[config.mk]
export PLATFORM = sky130hd
export DESIGN_NAME = learning_neuron_seq
export DESIGN_NICKNAME = d
export VERILOG_FILES = /design/src/rtl/learning_neuron_seq.sv
export SDC_FILE = /design/constraint.sdc
export NUM_CORES = 2
export LEC_CHECK = 0
export CORE_ASPECT_RATIO = 1.25
export CORE_MARGIN = 2
export CORE_UTILIZATION = 65
export CTS_BUF_LIST = sky130_fd_sc_hd__clkbuf_16
export DETAILED_ROUTE_END_ITERATION = 16
export GPL_TIMING_DRIVEN = 0
export HOLD_SLACK_MARGIN = 0.05
export PLACE_DENSITY = 0.94
export SLEW_MARGIN = 30
export SYNTH_ARGS = -nofsm -noshare
export SYNTH_HDL_FRONTEND = slang
export SYNTH_SLANG_ARGS = --single-unit
[constraint.sdc]
create_clock -name clk -period 12.8 [get_ports clk]
set_clock_uncertainty 0.1 [all_clocks]
set_input_delay 3.84 -clock clk [delete_from_list [all_inputs] [get_ports clk]]
set_output_delay 3.84 -clock clk [all_outputs]
set_load 0.01 [all_outputs]
[src/rtl/learning_neuron_seq.sv]
// N-input fixed-point neuron with bias and enables: one MAC per cycle, selectable activation, in-place learning.
// Accept-to-out_valid is N+2 cycles; in_ready only in IDLE, err_ready only in HOLD, nothing is queued.
module learning_neuron_seq #(
  parameter int N_INPUTS = 4,
  parameter int DATA_W   = 16,
  parameter int FRAC_W   = 8,
  parameter int INIT_W   = 128,
  parameter int LR_SHIFT = 2,
  parameter int ACT_MODE = 0,
  localparam int BIDX_W  = (N_INPUTS > 1) ? $clog2(N_INPUTS) : 1
) (
  input  logic                         clk,
  input  logic                         reset,
  input  logic                         in_valid,
  output logic                         in_ready,
  input  logic [N_INPUTS*DATA_W-1:0]   in_data,
  input  logic [N_INPUTS-1:0]          in_enable,
  output logic                         out_valid,
  output logic [DATA_W-1:0]            out_data,
  input  logic                         err_valid,
  output logic                         err_ready,
  input  logic [DATA_W-1:0]            err_data,
  output logic                         back_valid,
  output logic [BIDX_W-1:0]            back_idx,
  output logic [DATA_W-1:0]            back_data,
  output logic                         busy
);

  localparam int IDX_W = $clog2(N_INPUTS + 1);
  localparam logic signed [DATA_W-1:0] MAX_V = {1'b0, {(DATA_W-1){1'b1}}};
  localparam logic signed [DATA_W-1:0] MIN_V = {1'b1, {(DATA_W-1){1'b0}}};
  localparam logic signed [DATA_W-1:0] ONE   = DATA_W'(1 << FRAC_W);

  typedef enum logic [2:0] {S_IDLE, S_MAC, S_ACT, S_HOLD, S_BACK} state_t;

  function automatic logic signed [DATA_W-1:0] sat_wide(input logic signed [2*DATA_W-1:0] v);
    logic signed [2*DATA_W-1:0] hi, lo;
    hi = {{DATA_W{1'b0}}, MAX_V};
    lo = {{DATA_W{1'b1}}, MIN_V};
    if (v > hi) return MAX_V;
    if (v < lo) return MIN_V;
    return v[DATA_W-1:0];
  endfunction

  function automatic logic signed [DATA_W-1:0] mul_q(input logic signed [DATA_W-1:0] a,
                                                     input logic signed [DATA_W-1:0] b);
    logic signed [2*DATA_W-1:0] ae, be, p;
    ae = {{DATA_W{a[DATA_W-1]}}, a};
    be = {{DATA_W{b[DATA_W-1]}}, b};
    p  = ae * be;
    return sat_wide(p >>> FRAC_W);
  endfunction

  function automatic logic signed [DATA_W-1:0] add_sat(input logic signed [DATA_W-1:0] a,
                                                       input logic signed [DATA_W-1:0] b);
    logic signed [DATA_W:0] s;
    s = {a[DATA_W-1], a} + {b[DATA_W-1], b};
    if (s[DATA_W] != s[DATA_W-1]) return s[DATA_W] ? MIN_V : MAX_V;
    return s[DATA_W-1:0];
  endfunction

  function automatic logic signed [DATA_W-1:0] activate(input logic signed [DATA_W-1:0] a);
    if (ACT_MODE == 1) return (a < 0) ? '0 : a;
    return (a >= 0) ? ONE : '0;
  endfunction

  state_t                     state_q, state_d;
  logic [IDX_W-1:0]           idx_q, idx_d;
  logic signed [DATA_W-1:0]   acc_q, acc_d;
  logic signed [DATA_W-1:0]   out_q, out_d;
  logic signed [DATA_W-1:0]   err_q, err_d;
  logic [N_INPUTS:0]          en_q, en_d;
  // Slot N holds the bias: input fixed at ONE and permanently enabled.
  logic signed [DATA_W-1:0]   x_q [N_INPUTS+1];
  logic signed [DATA_W-1:0]   x_d [N_INPUTS+1];
  logic signed [DATA_W-1:0]   w_q [N_INPUTS+1];
  logic signed [DATA_W-1:0]   w_d [N_INPUTS+1];
  logic signed [DATA_W-1:0]   mac_term, learn_term, back_term;

  always_ff @(posedge clk) begin
    if (reset) begin
      state_q <= S_IDLE;
      idx_q   <= '0;
      acc_q   <= '0;
      out_q   <= '0;
      err_q   <= '0;
      en_q    <= {1'b1, {N_INPUTS{1'b0}}};
      for (int i = 0; i <= N_INPUTS; i++) begin
        x_q[i] <= (i == N_INPUTS) ? ONE : '0;
        w_q[i] <= DATA_W'(INIT_W);
      end
    end else begin
      state_q <= state_d;
      idx_q   <= idx_d;
      acc_q   <= acc_d;
      out_q   <= out_d;
      err_q   <= err_d;
      en_q    <= en_d;
      for (int i = 0; i <= N_INPUTS; i++) begin
        x_q[i] <= x_d[i];
        w_q[i] <= w_d[i];
      end
    end
  end

  always_comb begin
    state_d = state_q;
    case (state_q)
      S_IDLE:  if (in_valid) state_d = S_MAC;
      S_MAC:   if (idx_q == IDX_W'(N_INPUTS - 1)) state_d = S_ACT;
      S_ACT:   state_d = S_HOLD;
      S_HOLD:  if (err_valid) state_d = S_BACK;
      S_BACK:  if (idx_q == IDX_W'(N_INPUTS)) state_d = S_IDLE;
      default: state_d = S_IDLE;
    endcase
  end

  always_comb begin
    acc_d      = acc_q;
    out_d      = out_q;
    err_d      = err_q;
    idx_d      = idx_q;
    en_d       = en_q;
    x_d        = x_q;
    w_d        = w_q;
    mac_term   = mul_q(x_q[idx_q], w_q[idx_q]);
    learn_term = mul_q(err_q, x_q[idx_q]) >>> LR_SHIFT;
    case (state_q)
      S_IDLE: begin
        if (in_valid) begin
          for (int i = 0; i < N_INPUTS; i++) x_d[i] = in_data[i*DATA_W +: DATA_W];
          en_d  = {1'b1, in_enable};
          acc_d = w_q[N_INPUTS];
          idx_d = '0;
        end
      end
      S_MAC: begin
        if (en_q[idx_q]) acc_d = add_sat(acc_q, mac_term);
        idx_d = idx_q + IDX_W'(1);
      end
      S_ACT: out_d = activate(acc_q);
      S_HOLD: begin
        if (err_valid) begin
          err_d = err_data;
          idx_d = '0;
        end
      end
      S_BACK: begin
        if (en_q[idx_q]) w_d[idx_q] = add_sat(w_q[idx_q], learn_term);
        idx_d = idx_q + IDX_W'(1);
      end
      default: idx_d = '0;
    endcase
  end

  // back_term is read before the weight register updates, so it uses the pre-update weight.
  always_comb begin
    back_term  = mul_q(err_q, w_q[idx_q]);
    in_ready   = (state_q == S_IDLE);
    err_ready  = (state_q == S_HOLD);
    out_valid  = (state_q == S_HOLD);
    busy       = (state_q != S_IDLE);
    back_valid = (state_q == S_BACK) && (idx_q < IDX_W'(N_INPUTS));
    back_idx   = back_valid ? idx_q[BIDX_W-1:0] : '0;
    back_data  = (back_valid && en_q[idx_q]) ? back_term : '0;
  end

  assign out_data = out_q;

endmodule

==> flow_summary_export.csv <==
group,metric,value,unit
worst_setup_path,crit_path_max_incr_delay,0.74,ns
logic_synthesis,synth_top_area_share,0.394,
detailed_routing,drt_pass1_iterations,13,
power,clkPwrFrac,0.278,
final_layout,fillCellCount,3914,
timing,setup_slack,-0.282,ns
die,fp-row-count,101,
logic_synthesis,synth_adder_area_share,0.481,
cts,htreeDepth,4,
detailed_routing,detail_route.iter0.violations,4952,
worst_setup_path,path_delay_family,"adder cells",
worst_setup_path,path_buf_inv,11,
worst_setup_path,reg2reg_to,"acc_q[13]",
logic_synthesis,synth_xor_xnor_area_share,0.0246,
logic_synthesis,synth_warnings,0,
place,place_area,42100,um^2
worst_setup_path,rrSetupSlack,-0.14,ns
worst_setup_path,cp_num_cells,30,
global_route,grt_pass1_vias,38266,
detailed_routing,drt-total-wl,146000,um
power,powerDensity,46.7,nW/um^2
global_route,overflow,0,
timing,holdWs,0.356,ns
timing,period_needed,13.08,ns
cts,cts_tree,"done",
detailed_routing,vias,36348,
worst_setup_path,critPathMaxFanout,12,
worst_setup_path,crit_path_end_kind,"output port",
global_route,grt_antenna_before_repair,18,
logic_synthesis,synth_top_family_by_area,"adder cells",
timing,timing.fmax,0.0764,GHz
cts,clk_pin_slew,0.09,ns
logic_synthesis,avgSynthCellArea,8.72,um^2
power,finalPower,2080,uW
power,power_frac_seq,0.294,
cts,clockBufferDepth,2,
logic_synthesis,synth_cells,4571,
logic_synthesis,yosysSeqAreaShare,0.0939,
final_layout,regArea,3750,um^2
global_route,grt_first_pass_wirelength,216000,um
worst_hold_path,min_path_cells,2,
worst_setup_path,cp_data_required_time,8.86,ns
detailed_routing,ant_nets,0,
die,top_level_ports,127,
die,die_w,226,um
timing,hold_viol_final,0,
detailed_routing,wl_per_cell,26.2,um
timing,rsz0062_at_grt,"true",
timing,tightest_slew,1.08,ns
logic_synthesis,async_flop_share,0,
run,maxCapViolCount,0,
power,power_switching,899,uW
timing,slew_headroom,0.276,
logic_synthesis,synth_edf_count,0,
power,vdd_ir_drop_max,0.0978,mV
logic_synthesis,synth.distinct_cells,99,
die,fp.dieH,281,um
logic_synthesis,synth-seq-cells,187,
place,numPortBuffers,110,
power,combPwrFrac,0.428,
place,dp_slack,-2.64,ns
outcome,outcome,"complete, but fails checks",
place,gp_congestion,1.12,
worst_setup_path,path_class,"reg -> out",
final_layout,layout_common_cells,"904 x inv_1, 776 x fa_1, 642 x nand2_1, 258 x ha_1, 236 x and2_1",
logic_synthesis,synth_top_cell_by_area,"fa_1",
place,dpl.hpwl,111000,um
global_route,grt_max_degree,23,
final_layout,nets,5931,
cts,clockRootBuffer,"clkbuf_16",
final_layout,final_area,44700,um^2
worst_setup_path,crit_arrival,9.14,ns
worst_setup_path,r2r_cells,44,
logic_synthesis,synth_ff_type,"dfxtp_1",
worst_setup_path,cp_slowest_cell,"clkdlybuf4s15_1",
final_layout,layout_commonest_cell,"inv_1",
worst_hold_path,hold_path_startpoint,"x_q[69]",
cts,cts_buffers,17,
power,leakagePower,0.0211,uW
worst_setup_path,r2r_start,"idx_q[1]",
worst_setup_path,start_kind,"flop",
logic_synthesis,yosys-top-cells-area,"fa_1 39%, dfxtp_1 9.4%, inv_1 8.6%",
timing,slew_violations,0,
cts,clk_latency,0.49,ns
detailed_routing,drc,0,
timing,setup_viol,26,
final_layout,drive_gt1_frac,0.0946,
logic_synthesis,muxShareOfSynthArea,0.0169,
detailed_routing,via_per_inst,6.51,
final_layout,area_growth,12.0,%
logic_synthesis,synth_area,39900,um^2
outcome,violations,"negative setup slack",
timing,fin_crit_sh,1.02,
final_layout,multi_input_area,32400,um^2
worst_hold_path,hold_path.class,"reg -> reg",
cts,cts_sinks,187,
global_route,track_usage,0.464,
die,core_area,60700,um^2
worst_hold_path,whs_endpoint,"x_q[69]",
worst_setup_path,cp-startpoint,"idx_q[0]",
logic_synthesis,synth_compound_area_frac,0.113,
power,p_int,1190,uW
logic_synthesis,synthSimpleGateAreaFrac,0.157,
die,start_util,0.657,
die,die_area,63400,um^2
power,sw_frac_of_total,0.431,
==> stage by stage <==
stage                      util  instances  TNS [ns]
after floorplan               -       4585         0
after global placement    0.692       5467   -228.67
after detailed placement  0.694       5471   -176.15
after CTS                 0.720       5523         0
after global routing      0.736       5572    -10.14
final                     0.736       5584     -4.28
==> routing by layer <==
layer,global-route usage,up-vias,wire [um]
li1,-,14617,-
met1,0.466,17220,42300
met2,0.709,3112,64100
met3,0.191,1369,20500
met4,0.476,30,19200
met5,0.00865,-,258
==> final cells by class <==
type                    instances  share of cell area
well taps                     772              0.0216
clock inverters                15             0.00451
flip-flops and latches        187              0.0839
repair inverters                1            0.000196
diodes                         13            0.000728
repair buffers                197              0.0423
plain buffers                 240              0.0335
inverters                     923              0.0787
multi-input cells            3219               0.725
clock buffers                  17             0.00953
==> timing repair <==
action | 4_1_cts | 5_1_grt
resized for setup | 236 | 214
setup buffers | 32 | 47
endpoints found under the setup margin | 112 | 112
hold buffers | 0 | 0
cloned | 1 | 3
pin swaps | 22 | 39
==> power groups by stage <==
stage               registers (uW)  logic, uW  clock network (uW)
finish                         612        892                 580
global route                   613        937                 589
CTS                            611        811                 563
detailed placement             624        780                   0
global placement               623        760                   0
floorplan                      620        528                   0
==> sequential cells by signal, summed over array words and instances (netlist names) <==
register	cells
w_q	80
err_q	16
acc_q	16
en_q	4
x_q	64
out_data	1
state_q	3
idx_q	3
==> worst min-delay path, delay by kind of cell (launching register included) <==
kind / cells / cell delay (ns)
and+or+nand+nor: 1 / 0.05
DFF: 1 / 0.31
AOI/OAI and AO/OA: 1 / 0.05
==> synth_stat cells, types with 6 or more instances <==
| library cell | count |
|---|---|
| nor4_1 | 8 |
| or2_2 | 26 |
| inv_1 | 918 |
| o22ai_1 | 19 |
| nand2_1 | 651 |
| mux2_2 | 8 |
| nor2b_1 | 18 |
| buf_4 | 17 |
| o21a_1 | 27 |
| o211ai_1 | 15 |
| nor3_1 | 36 |
| fa_1 | 785 |
| xor2_1 | 37 |
| o21bai_1 | 15 |
| ha_1 | 272 |
| a21oi_2 | 13 |
| buf_6 | 6 |
| o21ai_1 | 6 |
| a311oi_1 | 8 |
| nand2b_1 | 31 |
| and2_1 | 239 |
| nand3_1 | 29 |
| a22o_1 | 66 |
| xnor2_1 | 75 |
| buf_2 | 11 |
| a31oi_1 | 11 |
| o31ai_1 | 12 |
| clkbuf_1 | 208 |
| maj3_1 | 7 |
| or3_1 | 15 |
| o21ai_0 | 78 |
| nand4_1 | 21 |
| mux2i_1 | 23 |
| nor2_1 | 160 |
| a211oi_1 | 31 |
| and3_1 | 70 |
| buf_1 | 14 |
| a21oi_1 | 220 |
| dfxtp_1 | 187 |
| a221oi_1 | 6 |
| mux4_2 | 15 |
| a21o_1 | 63 |
==> how the worst max path moves through the flow <==
| stage | endpoint | slack [ns] |
|---|---|---|
| 2_1_floorplan | back_data[10] | 0.66 |
| 3_3_place_gp | back_data[12] | -2.46 |
| 3_5_place_dp | back_data[12] | -2.64 |
| 4_1_cts | acc_q[13] | 0.007 |
| 5_1_grt | acc_q[13] | -0.40 |
| 6_report | back_data[6] | -0.28 |
==> cells by family (layout without fill, tap and decap cells) <==
group | after synthesis | after routing
adder cells (fa/ha/maj) | 1064 | 1064
other | 1 | 28
AND/OR/NAND/NOR | 1326 | 1326
multiplexers | 47 | 47
AO/OA/AOI/OAI | 655 | 655
buffers and inverters | 1179 | 1393
XOR/XNOR | 112 | 112
flip-flops | 187 | 187
Note: power is estimated with default switching activity, not from simulation.
